`src/rtl/aig_bist_pkg.sv`:
```
// Shared types, default sizes, polynomials and next-state helpers for the
// AIG BIST sequencer.
package aig_bist_pkg;

    localparam int N_IN_DEF  = 12;
    localparam int N_OUT_DEF = 16;

    // x^16 + x^12 + x^3 + x + 1
    localparam logic [15:0] MISR_POLY = 16'h100B;
    // Maximal-length 12-bit Galois taps
    localparam logic [11:0] LFSR_POLY = 12'hE08;

    typedef enum logic [2:0] {
        IDLE,
        APPLY,
        WAIT,
        CAPTURE,
        DONE
    } state_t;

    // Galois right shift. Works for any width up to 32 as long as the
    // unused upper bits of v and poly are zero.
    function automatic logic [31:0] lfsr_next(input logic [31:0] v, input logic [31:0] poly);
        logic [31:0] shifted;
        shifted = v >> 1;
        return v[0] ? (shifted ^ poly) : shifted;
    endfunction

    // One MISR step of width w (1..32): shift left, fold the dropped MSB
    // back through the polynomial, then absorb the response.
    function automatic logic [31:0] misr_next(input logic [31:0] s, input logic [31:0] r,
                                              input logic [31:0] poly, input int w);
        logic [31:0] mask;
        logic [31:0] fb;
        mask = (w >= 32) ? 32'hFFFF_FFFF : ((32'd1 << w) - 32'd1);
        fb   = (((s >> (w - 1)) & 32'd1) != 32'd0) ? poly : 32'd0;
        return (((s << 1) ^ fb) & mask) ^ r;
    endfunction

endpackage

```
`src/rtl/aig_bist_sequencer_if.sv`:
```
// Harness-side bus of the BIST sequencer: run control, netlist vector and
// response, and result reporting.
interface aig_bist_sequencer_if #(
    parameter int N_IN  = aig_bist_pkg::N_IN_DEF,
    parameter int N_OUT = aig_bist_pkg::N_OUT_DEF
);
    logic             start_i;
    logic             abort_i;
    logic             mode_i;
    logic [N_IN-1:0]  seed_i;
    logic [N_IN:0]    count_i;
    logic [N_OUT-1:0] golden_i;
    logic [N_IN-1:0]  vec_o;
    logic [N_OUT-1:0] resp_i;
    logic             busy_o;
    logic             done_o;
    logic             pass_o;
    logic [N_OUT-1:0] sig_o;
    logic [N_IN:0]    vec_cnt_o;

    // Harness plus netlist side
    modport master (
        output start_i, abort_i, mode_i, seed_i, count_i, golden_i, resp_i,
        input  vec_o, busy_o, done_o, pass_o, sig_o, vec_cnt_o
    );

    // Sequencer side
    modport slave (
        input  start_i, abort_i, mode_i, seed_i, count_i, golden_i, resp_i,
        output vec_o, busy_o, done_o, pass_o, sig_o, vec_cnt_o
    );
endinterface

```
`src/rtl/aig_bist_sequencer_misr.sv`:
```
// Multiple-input signature register compacting netlist responses.
module bist_misr #(
    parameter int               N_OUT = aig_bist_pkg::N_OUT_DEF,
    parameter logic [N_OUT-1:0] POLY  = aig_bist_pkg::MISR_POLY
) (
    input  logic             clk,
    input  logic             rst,
    input  logic             clr,
    input  logic             en,
    input  logic [N_OUT-1:0] resp,
    output logic [N_OUT-1:0] sig
);
    import aig_bist_pkg::*;

    logic [N_OUT-1:0] sig_q;
    logic [N_OUT-1:0] sig_d;

    // Next signature: clear at run start, one compaction step per capture
    always_comb begin
        sig_d = sig_q;
        if (clr) begin
            sig_d = '0;
        end else if (en) begin
            sig_d = N_OUT'(misr_next(32'(sig_q), 32'(resp), 32'(POLY), N_OUT));
        end
    end

    // Signature register
    always_ff @(posedge clk) begin
        if (rst) begin
            sig_q <= '0;
        end else begin
            sig_q <= sig_d;
        end
    end

    assign sig = sig_q;

endmodule

```
`src/rtl/aig_bist_sequencer.sv`:
```
// BIST sequencer for one combinational netlist: generates vectors
// (exhaustive counter or Galois LFSR), waits SETTLE cycles per vector,
// compacts responses in a MISR and compares against a golden signature.
module aig_bist_sequencer #(
    parameter int              N_IN      = aig_bist_pkg::N_IN_DEF,
    parameter int              N_OUT     = aig_bist_pkg::N_OUT_DEF,
    parameter int unsigned     SETTLE    = 1,
    parameter logic [N_OUT-1:0] MISR_POLY = aig_bist_pkg::MISR_POLY,
    parameter logic [N_IN-1:0]  LFSR_POLY = aig_bist_pkg::LFSR_POLY
) (
    input  logic                 clk,
    input  logic                 rst,
    aig_bist_sequencer_if.slave  bus
);
    import aig_bist_pkg::*;

    // Full vector space, also the saturation limit for the requested count
    localparam logic [N_IN:0] VEC_MAX   = {1'b1, {N_IN{1'b0}}};
    localparam logic [3:0]    WAIT_LAST = (SETTLE > 0) ? 4'(SETTLE - 1) : 4'd0;

    state_t           state_q, state_d;
    logic [N_IN-1:0]  vec_q, vec_d;
    logic [N_IN:0]    cnt_q, cnt_d;
    logic [N_IN:0]    total_q, total_d;
    logic             mode_q, mode_d;
    logic [3:0]       wait_q, wait_d;
    logic             pass_q, pass_d;
    logic             misr_clr;
    logic             misr_en;
    logic [N_OUT-1:0] sig;
    logic             sig_match;

    assign sig_match = (sig == bus.golden_i);

    // Next-state, vector generation and run bookkeeping
    always_comb begin
        state_d  = state_q;
        vec_d    = vec_q;
        cnt_d    = cnt_q;
        total_d  = total_q;
        mode_d   = mode_q;
        wait_d   = wait_q;
        pass_d   = pass_q;
        misr_clr = 1'b0;
        misr_en  = 1'b0;

        case (state_q)
            IDLE: begin
                // A simultaneous abort suppresses the start
                if (bus.start_i && !bus.abort_i) begin
                    mode_d   = bus.mode_i;
                    misr_clr = 1'b1;
                    cnt_d    = '0;
                    pass_d   = 1'b0;
                    if (bus.mode_i) begin
                        // All-zero is the LFSR lock-up state, so nudge it to 1
                        vec_d = (bus.seed_i == '0) ? N_IN'(1) : bus.seed_i;
                        if (bus.count_i == '0) begin
                            total_d = (N_IN + 1)'(1);
                        end else if (bus.count_i > VEC_MAX) begin
                            total_d = VEC_MAX;
                        end else begin
                            total_d = bus.count_i;
                        end
                    end else begin
                        vec_d   = '0;
                        total_d = VEC_MAX;
                    end
                    state_d = APPLY;
                end
            end
            APPLY: begin
                wait_d  = '0;
                state_d = (SETTLE > 0) ? WAIT : CAPTURE;
            end
            WAIT: begin
                if (wait_q == WAIT_LAST) begin
                    state_d = CAPTURE;
                end else begin
                    wait_d = wait_q + 4'd1;
                end
            end
            CAPTURE: begin
                misr_en = 1'b1;
                cnt_d   = cnt_q + (N_IN + 1)'(1);
                // Finishing on the count keeps the counter from wrapping past all-ones
                if (cnt_q + (N_IN + 1)'(1) == total_q) begin
                    state_d = DONE;
                end else begin
                    if (mode_q) begin
                        vec_d = N_IN'(lfsr_next(32'(vec_q), 32'(LFSR_POLY)));
                    end else begin
                        vec_d = vec_q + N_IN'(1);
                    end
                    state_d = APPLY;
                end
            end
            DONE: begin
                pass_d  = sig_match;
                state_d = IDLE;
            end
            default: begin
                state_d = IDLE;
            end
        endcase

        // Abort beats everything; signature and count stay frozen for debug
        if (bus.abort_i && (state_q != IDLE)) begin
            state_d = IDLE;
            pass_d  = 1'b0;
            misr_en = 1'b0;
            cnt_d   = cnt_q;
            vec_d   = vec_q;
        end
    end

    // Control and datapath registers
    always_ff @(posedge clk) begin
        if (rst) begin
            state_q <= IDLE;
            vec_q   <= '0;
            cnt_q   <= '0;
            total_q <= '0;
            mode_q  <= 1'b0;
            wait_q  <= '0;
            pass_q  <= 1'b0;
        end else begin
            state_q <= state_d;
            vec_q   <= vec_d;
            cnt_q   <= cnt_d;
            total_q <= total_d;
            mode_q  <= mode_d;
            wait_q  <= wait_d;
            pass_q  <= pass_d;
        end
    end

    bist_misr #(
        .N_OUT (N_OUT),
        .POLY  (MISR_POLY)
    ) u_misr (
        .clk  (clk),
        .rst  (rst),
        .clr  (misr_clr),
        .en   (misr_en),
        .resp (bus.resp_i),
        .sig  (sig)
    );

    assign bus.vec_o     = vec_q;
    assign bus.busy_o    = (state_q == APPLY) || (state_q == WAIT) || (state_q == CAPTURE);
    assign bus.done_o    = (state_q == DONE);
    // During DONE the live comparison is shown so pass is valid alongside done
    assign bus.pass_o    = (state_q == DONE) ? sig_match : pass_q;
    assign bus.sig_o     = sig;
    assign bus.vec_cnt_o = cnt_q;

endmodule

```
`src/flat_wrapper.sv`:
```
// flat-port wrapper written by rule: the top's interface ports become plain ports
module aig_bist_sequencer_flat import aig_bist_pkg::*;
#(
    parameter int              N_IN      = aig_bist_pkg::N_IN_DEF,
    parameter int              N_OUT     = aig_bist_pkg::N_OUT_DEF,
    parameter int unsigned     SETTLE    = 1,
    parameter logic [N_OUT-1:0] MISR_POLY = aig_bist_pkg::MISR_POLY,
    parameter logic [N_IN-1:0]  LFSR_POLY = aig_bist_pkg::LFSR_POLY
)
  (clk, rst, bus_start_i, bus_abort_i, bus_mode_i, bus_seed_i, bus_count_i, bus_golden_i, bus_resp_i, bus_vec_o, bus_busy_o, bus_done_o, bus_pass_o, bus_sig_o, bus_vec_cnt_o);
  aig_bist_sequencer_if #(.N_IN(N_IN), .N_OUT(N_OUT)) bus_i ();
  input  logic clk;
  input  logic rst;
  input wire logic [$bits(bus_i.start_i)-1:0] bus_start_i;
  input wire logic [$bits(bus_i.abort_i)-1:0] bus_abort_i;
  input wire logic [$bits(bus_i.mode_i)-1:0] bus_mode_i;
  input wire logic [$bits(bus_i.seed_i)-1:0] bus_seed_i;
  input wire logic [$bits(bus_i.count_i)-1:0] bus_count_i;
  input wire logic [$bits(bus_i.golden_i)-1:0] bus_golden_i;
  input wire logic [$bits(bus_i.resp_i)-1:0] bus_resp_i;
  output wire logic [$bits(bus_i.vec_o)-1:0] bus_vec_o;
  output wire logic [$bits(bus_i.busy_o)-1:0] bus_busy_o;
  output wire logic [$bits(bus_i.done_o)-1:0] bus_done_o;
  output wire logic [$bits(bus_i.pass_o)-1:0] bus_pass_o;
  output wire logic [$bits(bus_i.sig_o)-1:0] bus_sig_o;
  output wire logic [$bits(bus_i.vec_cnt_o)-1:0] bus_vec_cnt_o;
  assign bus_i.start_i = bus_start_i;
  assign bus_i.abort_i = bus_abort_i;
  assign bus_i.mode_i = bus_mode_i;
  assign bus_i.seed_i = bus_seed_i;
  assign bus_i.count_i = bus_count_i;
  assign bus_i.golden_i = bus_golden_i;
  assign bus_i.resp_i = bus_resp_i;
  assign bus_vec_o = bus_i.vec_o;
  assign bus_busy_o = bus_i.busy_o;
  assign bus_done_o = bus_i.done_o;
  assign bus_pass_o = bus_i.pass_o;
  assign bus_sig_o = bus_i.sig_o;
  assign bus_vec_cnt_o = bus_i.vec_cnt_o;
  aig_bist_sequencer #(.N_IN(N_IN), .N_OUT(N_OUT), .SETTLE(SETTLE), .MISR_POLY(MISR_POLY), .LFSR_POLY(LFSR_POLY)) u_core (.clk(clk), .rst(rst), .bus(bus_i));
endmodule
```
`config.mk`:
```
export PLATFORM = sky130hd
export DESIGN_NAME = aig_bist_sequencer_flat
export DESIGN_NICKNAME = d
export VERILOG_FILES = /design/src/rtl/aig_bist_pkg.sv /design/src/rtl/aig_bist_sequencer_if.sv /design/src/rtl/aig_bist_sequencer_misr.sv /design/src/rtl/aig_bist_sequencer.sv /design/src/flat_wrapper.sv
export SDC_FILE = /design/constraint.sdc
export NUM_CORES = 1
export LEC_CHECK = 0
export ABC_CLOCK_PERIOD_IN_PS = 4600
export BUFFER_PORTS_ARGS = -buffer_cell sky130_fd_sc_hd__buf_2
export CORE_MARGIN = 5
export CORE_UTILIZATION = 55
export DETAILED_ROUTE_END_ITERATION = 12
export PLACE_DENSITY = 0.83
export SLEW_MARGIN = 20
export SYNTH_ARGS = -nofsm -noshare
export SYNTH_HDL_FRONTEND = slang
export SYNTH_SLANG_ARGS = --single-unit
```
`constraint.sdc`:
```
create_clock -name clk -period 4.6 [get_ports clk]
set_clock_uncertainty 0.15 [all_clocks]
set_input_delay 1.38 -clock clk [delete_from_list [all_inputs] [get_ports clk]]
set_output_delay 1.38 -clock clk [all_outputs]
set_load 0.1 [all_outputs]
```
* Word-level counts from Yosys, hierarchy flattened
Index checks and enable logic that the tools add are counted.
** Cells by class
- Mux-type cells :: 26
- $add $sub $neg :: 3
- Order comparisons :: 1
- Reductions and logical operators :: 21
- Bitwise gates (word level) :: 4
- Eq/ne operators :: 10
** Operators with widths (number)
- $mux W12 :: 6
- $mux W13 :: 5
- $pmux W13 S2 :: 1
- $pmux W12 S2 :: 1
- $eq A16 B16 Y1 :: 1
- $xor A16 B13 Y16 :: 1
- $xor A16 B16 Y16 :: 1
- $add A13 B1 Y13 const B :: 1
- $eq A13 B13 Y1 :: 1
- $gt A13 B13 Y1 const B :: 1
- $logic_not A13 Y1 :: 1
- $add A12 B1 Y12 const B :: 1
- $logic_not A12 Y1 :: 1
- $pmux W3 S4 :: 1
- $mux W3 :: 3
- $pmux W4 S2 :: 1
- $reduce_and A2 Y1 :: 4
- $eq A3 B2 Y1 const B :: 2
- $mux W1 :: 6
- $reduce_bool A2 Y1 :: 3
- $add A4 B1 Y4 const B :: 1
- $logic_not A4 Y1 :: 1
- $mux W4 :: 1
- $ne A2 B1 Y1 const B :: 2
- other kinds (14) :: 18
** Word-level totals
- Output and inout port bits :: 44
- Bits of input ports :: 62
- Word-level logic and storage cells :: 73
- Register bits after elaboration :: 63

* Longest topological paths before layout
- Depth after elaboration :: 5
- Depth in mapped cells :: 9
- Depth with buffers taken out :: 7

* Modules after synthesis
Synthesis repeated with hierarchy kept, for this count alone.
** Unflattened totals
- Cell total of the unflattened synthesis :: 496
- Area total of the unflattened synthesis :: 4078.9 µm²
** Modules (own cells, without submodules)
- aig_bist_sequencer :: instances 1, area each 3278.1 µm², cells each 421, sequential area each 940.9 µm²
- bist_misr :: instances 1, area each 800.8 µm², cells each 75, sequential area each 320.3 µm²

* Worst setup path after synthesis
Ideal clock, no wire load.
- Path type :: input port to output port
- Start point :: in bus_golden_i[11]
- End point :: out bus_pass_o
- Cell stages on the path :: 5
- Slack :: 383 ps
- Arrival :: 2687 ps
- Cells stage by stage :: xnor2_1 > nand4_1 > nor4_1 > nand3_1 > nand2_1
** Between the ends
- Longest elaborated chain between the ends :: 2
** Ends and longest elaborated chain
- from (decl) :: line flat_wrapper.sv:19 : input wire logic [$bits(bus_i.golden_i)-1:0] bus_golden_i;
- $eq A16 B16 Y1 :: line aig_bist_sequencer.sv:33 : assign sig_match = (sig == bus.golden_i);
- $mux W1 :: line aig_bist_sequencer.sv:154 : assign bus.pass_o = (state_q == DONE) ? sig_match : pass_q;
- to (decl) :: line flat_wrapper.sv:24 : output wire logic [$bits(bus_i.pass_o)-1:0] bus_pass_o;
No other way between the ends.

* Worst setup path after layout
- Start point :: in bus_golden_i[1]
- End point :: out bus_pass_o
Same word-level chain as after synthesis.

==> summary by stage <==
Run status
The flow ran to the end, and the final reports show no timing, DRC or antenna violations.

Detailed routing
The detail route stage leaves a number of antenna-violating nets equal to 0. The routed length per instance is between 15 and 20 µm. After detailed routing, the number of remaining DRC violations is 0. The pre-antenna-repair detailed-routing pass consisted of 5 iterations. The initial DRC count is 211. The number of vias per cell after detailed routing is 5.786.

The number of vias in the routed layout is about 3700. The uppermost metal layer occupied by signal nets is met4. The length of routed met2 wiring is approximately 5000 µm. The sum of met3 wire segment lengths after detailed routing is roughly 560 µm.

The detailed-routing wirelength on met1 is about 4100 µm. The sum of routed wire length over all layers is 9714 µm.

Floorplanning
The initial core utilization is 0.5631. The die covers 8682 µm². From bottom edge to top edge, the die measures a little over 90 µm. The floorplan core area is roughly 6800 µm². After floorplanning, the core was divided into 30 placement rows.

The boundary pin count is approximately 110. The die is roughly 93 µm wide.

Pwr
The total chip power is approximately 0.0012 W. Summed over all cells, the static leakage comes to ~1.8 nW. The worst vdd rail ir drop is between 0.2 and 0.3 mV. The power density normalized to cell area is around 270 nW/µm².

Worst setup path
The worst reg-to-reg setup slack is ~1.3 ns. The required arrival time at the worst endpoint is between 3 and 4 ns. The worst register-to-register path begins at u_core.bus.vec_cnt_o[0]. The number of cells on the worst reg-to-reg path is 7. The endpoint of the worst setup timing path is bus_pass_o. The endpoint identified for the worst register-to-register timing path is u_core.bus.vec_o[7]. The arrival time reported for the critical path endpoint is approximately 2.7 ns. Tracing the worst setup path back leads to its startpoint at bus_golden_i[1]. The worst setup path is of the input pin to output port kind. The startpoint class of the critical path is an input pin. In this run the worst path has a maximum fanout of 2. STA classifies the critical path endpoint as an output port.

Clock network
The number of gates resized after CTS is 0. The number of clock buffers added by TritonCTS is 9. The buffer depth of the longest clock path is 2. In this run the post-CTS setup repair buffer count came out at 0. Clock-pin slew was measured on the worst setup and hold paths at approximately 0.06 ns. The clock tree root buffer cell is clkbuf_8. The cts-stage hold buffer count is 0. The tree built by TritonCTS fans out to 63 sinks.

The number of H-tree levels is 3. TritonCTS built the clock tree. Clock latency on the worst-skew pair, taken at its later pin, is ~0.34 ns.

Timing
The number of failing setup endpoints in the final timing report is 0. The total negative slack is 0 ns. Hold is met by 0.3162 ns. The number of failing hold endpoints at the final stage is 0. The clock period minus final worst setup slack is ~4.2 ns. The actual transition at the worst max-transition pin is between 0.8 and 0.9 ns. Setup repair after global routing left no endpoint under its margin. In the finished design, the share of the clock period the worst path needs comes to 0.9124.

Based on the critical path, the design can be clocked at up to around 0.24 GHz. The relative slew slack is 0.4183. The final number of max-transition violations is 0.

Layout
Compared with the post-synthesis result, the final layout area differs by 17.99%. The top cell types in the final layout, fill and taps aside, are 104 x buf_2, 63 x dfxtp_1, 54 x xnor2_1, 45 x nor2_1, 38 x nand2_1. The layout net count is 616. The repair_antennas step left the layout with diodes totalling 0.

The design area is ~4500 µm². Of the cells placed in the final design, the portion with a size suffix greater than 1 is 0.2541. The most common cell after layout, fill and taps aside is buf_2.

GRT
Entering global routing, the biggest net connects 42 pins. The number of antenna violations at the first check in global routing is 0. The first-pass GRT wire length is about 16000 µm. Across every metal layer, demand over resource in global routing totals 0.2257. After global routing the overflow that remains totals 0. The via count of the first global-routing pass is roughly 3400.

Worst hold path
The min-delay analysis places its worst path in the category flip-flop to flip-flop.

Flow run
The number of maximum-capacitance constraint violations is 0.

Synthesis
Among all flip-flop cells after synthesis, the most frequent one is dfxtp_1. The number of nets in the synthesized netlist is about 530. The netlist area before placement is 3805 µm². In this run the mean area of a mapped cell was between 8 and 9 µm². Counting flops with an async set or reset pin after synthesis yields a share of 0.

The flop and latch count out of synthesis is 63. In the synthesized netlist, the number of instances is ~470. For this run, the number of Yosys warnings is 0. The number of distinct library cell variants in the gate-level netlist after synthesis is 59. The share of the yosys chip area belonging to registers is 0.3315.

The number of synthesized flops with an enable pin is 0.

Place
Once detailed placement completed, the half-perimeter wirelength came to between 7000 and 8000 µm. At the end of routability-driven placement, the weighted congestion stood at approximately 0.9. The cell area after placement is between 4000 and 5000 µm². During placement, the flow inserted port buffers numbering approximately 110.
synthesized netlist by cell type, types with 2 or more instances:
master,instances,share of area
buf_2,2,0.0026
and2b_2,2,0.0046
and3_1,3,0.0049
nor3_1,9,0.012
o31ai_1,3,0.0059
mux2i_1,6,0.016
buf_4,4,0.0079
a21oi_1,28,0.037
a311oi_1,4,0.0092
or3_1,2,0.0033
a31oi_1,4,0.0066
or3_2,2,0.0039
inv_1,6,0.0059
a211oi_1,16,0.032
nor2_1,46,0.045
nand4_1,10,0.016
nor4_1,11,0.018
nor3b_1,2,0.0039
nand2b_1,2,0.0033
xor2_1,13,0.030
and4_1,3,0.0069
xnor2_1,54,0.12
clkbuf_1,24,0.024
nand2_1,38,0.037
nand3_1,29,0.038
buf_6,2,0.0059
a22oi_2,2,0.0066
o21ai_0,24,0.032
ha_1,4,0.013
or2_2,3,0.0049
dfxtp_1,63,0.33
a22o_1,16,0.037
a221oi_1,2,0.0046
through the flow:
stage                     setup WS, ns  std cells    util
after global placement          0.5312        619  0.6365
after floorplan                 0.3831        465       -
final                           0.4028        635  0.6644
after CTS                       0.4256        635  0.6644
after detailed placement        0.4408        619  0.6365
after global routing            0.2527        635  0.6644
worst min-delay path by stage:
stage / startpoint / end / slack, ns / depth (start not counted)
6_report: u_core.total_q[10] / u_core.total_q[10] / 0.32 / 2
5_1_grt: u_core.total_q[10] / u_core.total_q[10] / 0.34 / 2
4_1_cts: u_core.total_q[10] / u_core.total_q[10] / 0.32 / 2
3_5_place_dp: u_core.total_q[10] / u_core.total_q[10] / 0.31 / 2
3_3_place_gp: u_core.total_q[8] / u_core.total_q[8] / 0.31 / 2
2_1_floorplan: u_core.total_q[10] / u_core.total_q[10] / 0.29 / 2
registers in the layout, indices dropped and copies added (netlist names):
| name | cells |
|---|---|
| u_core.u_misr.sig | 16 |
| u_core.bus.vec_cnt_o | 13 |
| u_core.mode_q | 1 |
| u_core.pass_q | 1 |
| u_core.bus.vec_o | 12 |
| u_core.wait_q | 4 |
| u_core.total_q | 13 |
| u_core.state_q | 3 |
critical path, stage by stage:
cell     delay (ns)
buf_2          0.10
xnor2_1        0.14
nand4_1        0.13
nor4_1         0.43
nand3_1        0.16
nand2_1        0.14
buf_12         0.18
metal layers:
metal  up-vias  track usage
met1      1699       0.2731
met2       118       0.3845
met5         -            0
met3        12      0.06597
li1       1845            -
met4         0      0.07204
area by class of cell:
cell class / instances / area, µm²
multi-input combinational: 362 / 2354
inverter: 6 / 22.52
clock inverter: 6 / 61.31
clock buffer: 10 / 127.6
tap: 80 / 100.1
sequential: 63 / 1261
timing repair buffer: 108 / 563.0
fill: 572 / 2267
power breakdown:
| part | total (W) | switching (W) | internal, W |
|---|---|---|---|
| Sequential | 0.000568 | 0.0000147 | 0.000553 |
| Clock | 0.000469 | 0.000220 | 0.000248 |
| Combinational | 0.000155 | 0.0000971 | 0.0000577 |
logic make-up after synthesis:
family,share of synthesized area
flops,0.3315
buf+inv,0.05064
compound gates,0.1993
simple gates,0.2325
xor+xnor,0.1542
fa+ha+maj,0.01315
mux,0.01874
No activity file was read; power rests on OpenSTA's default activity.
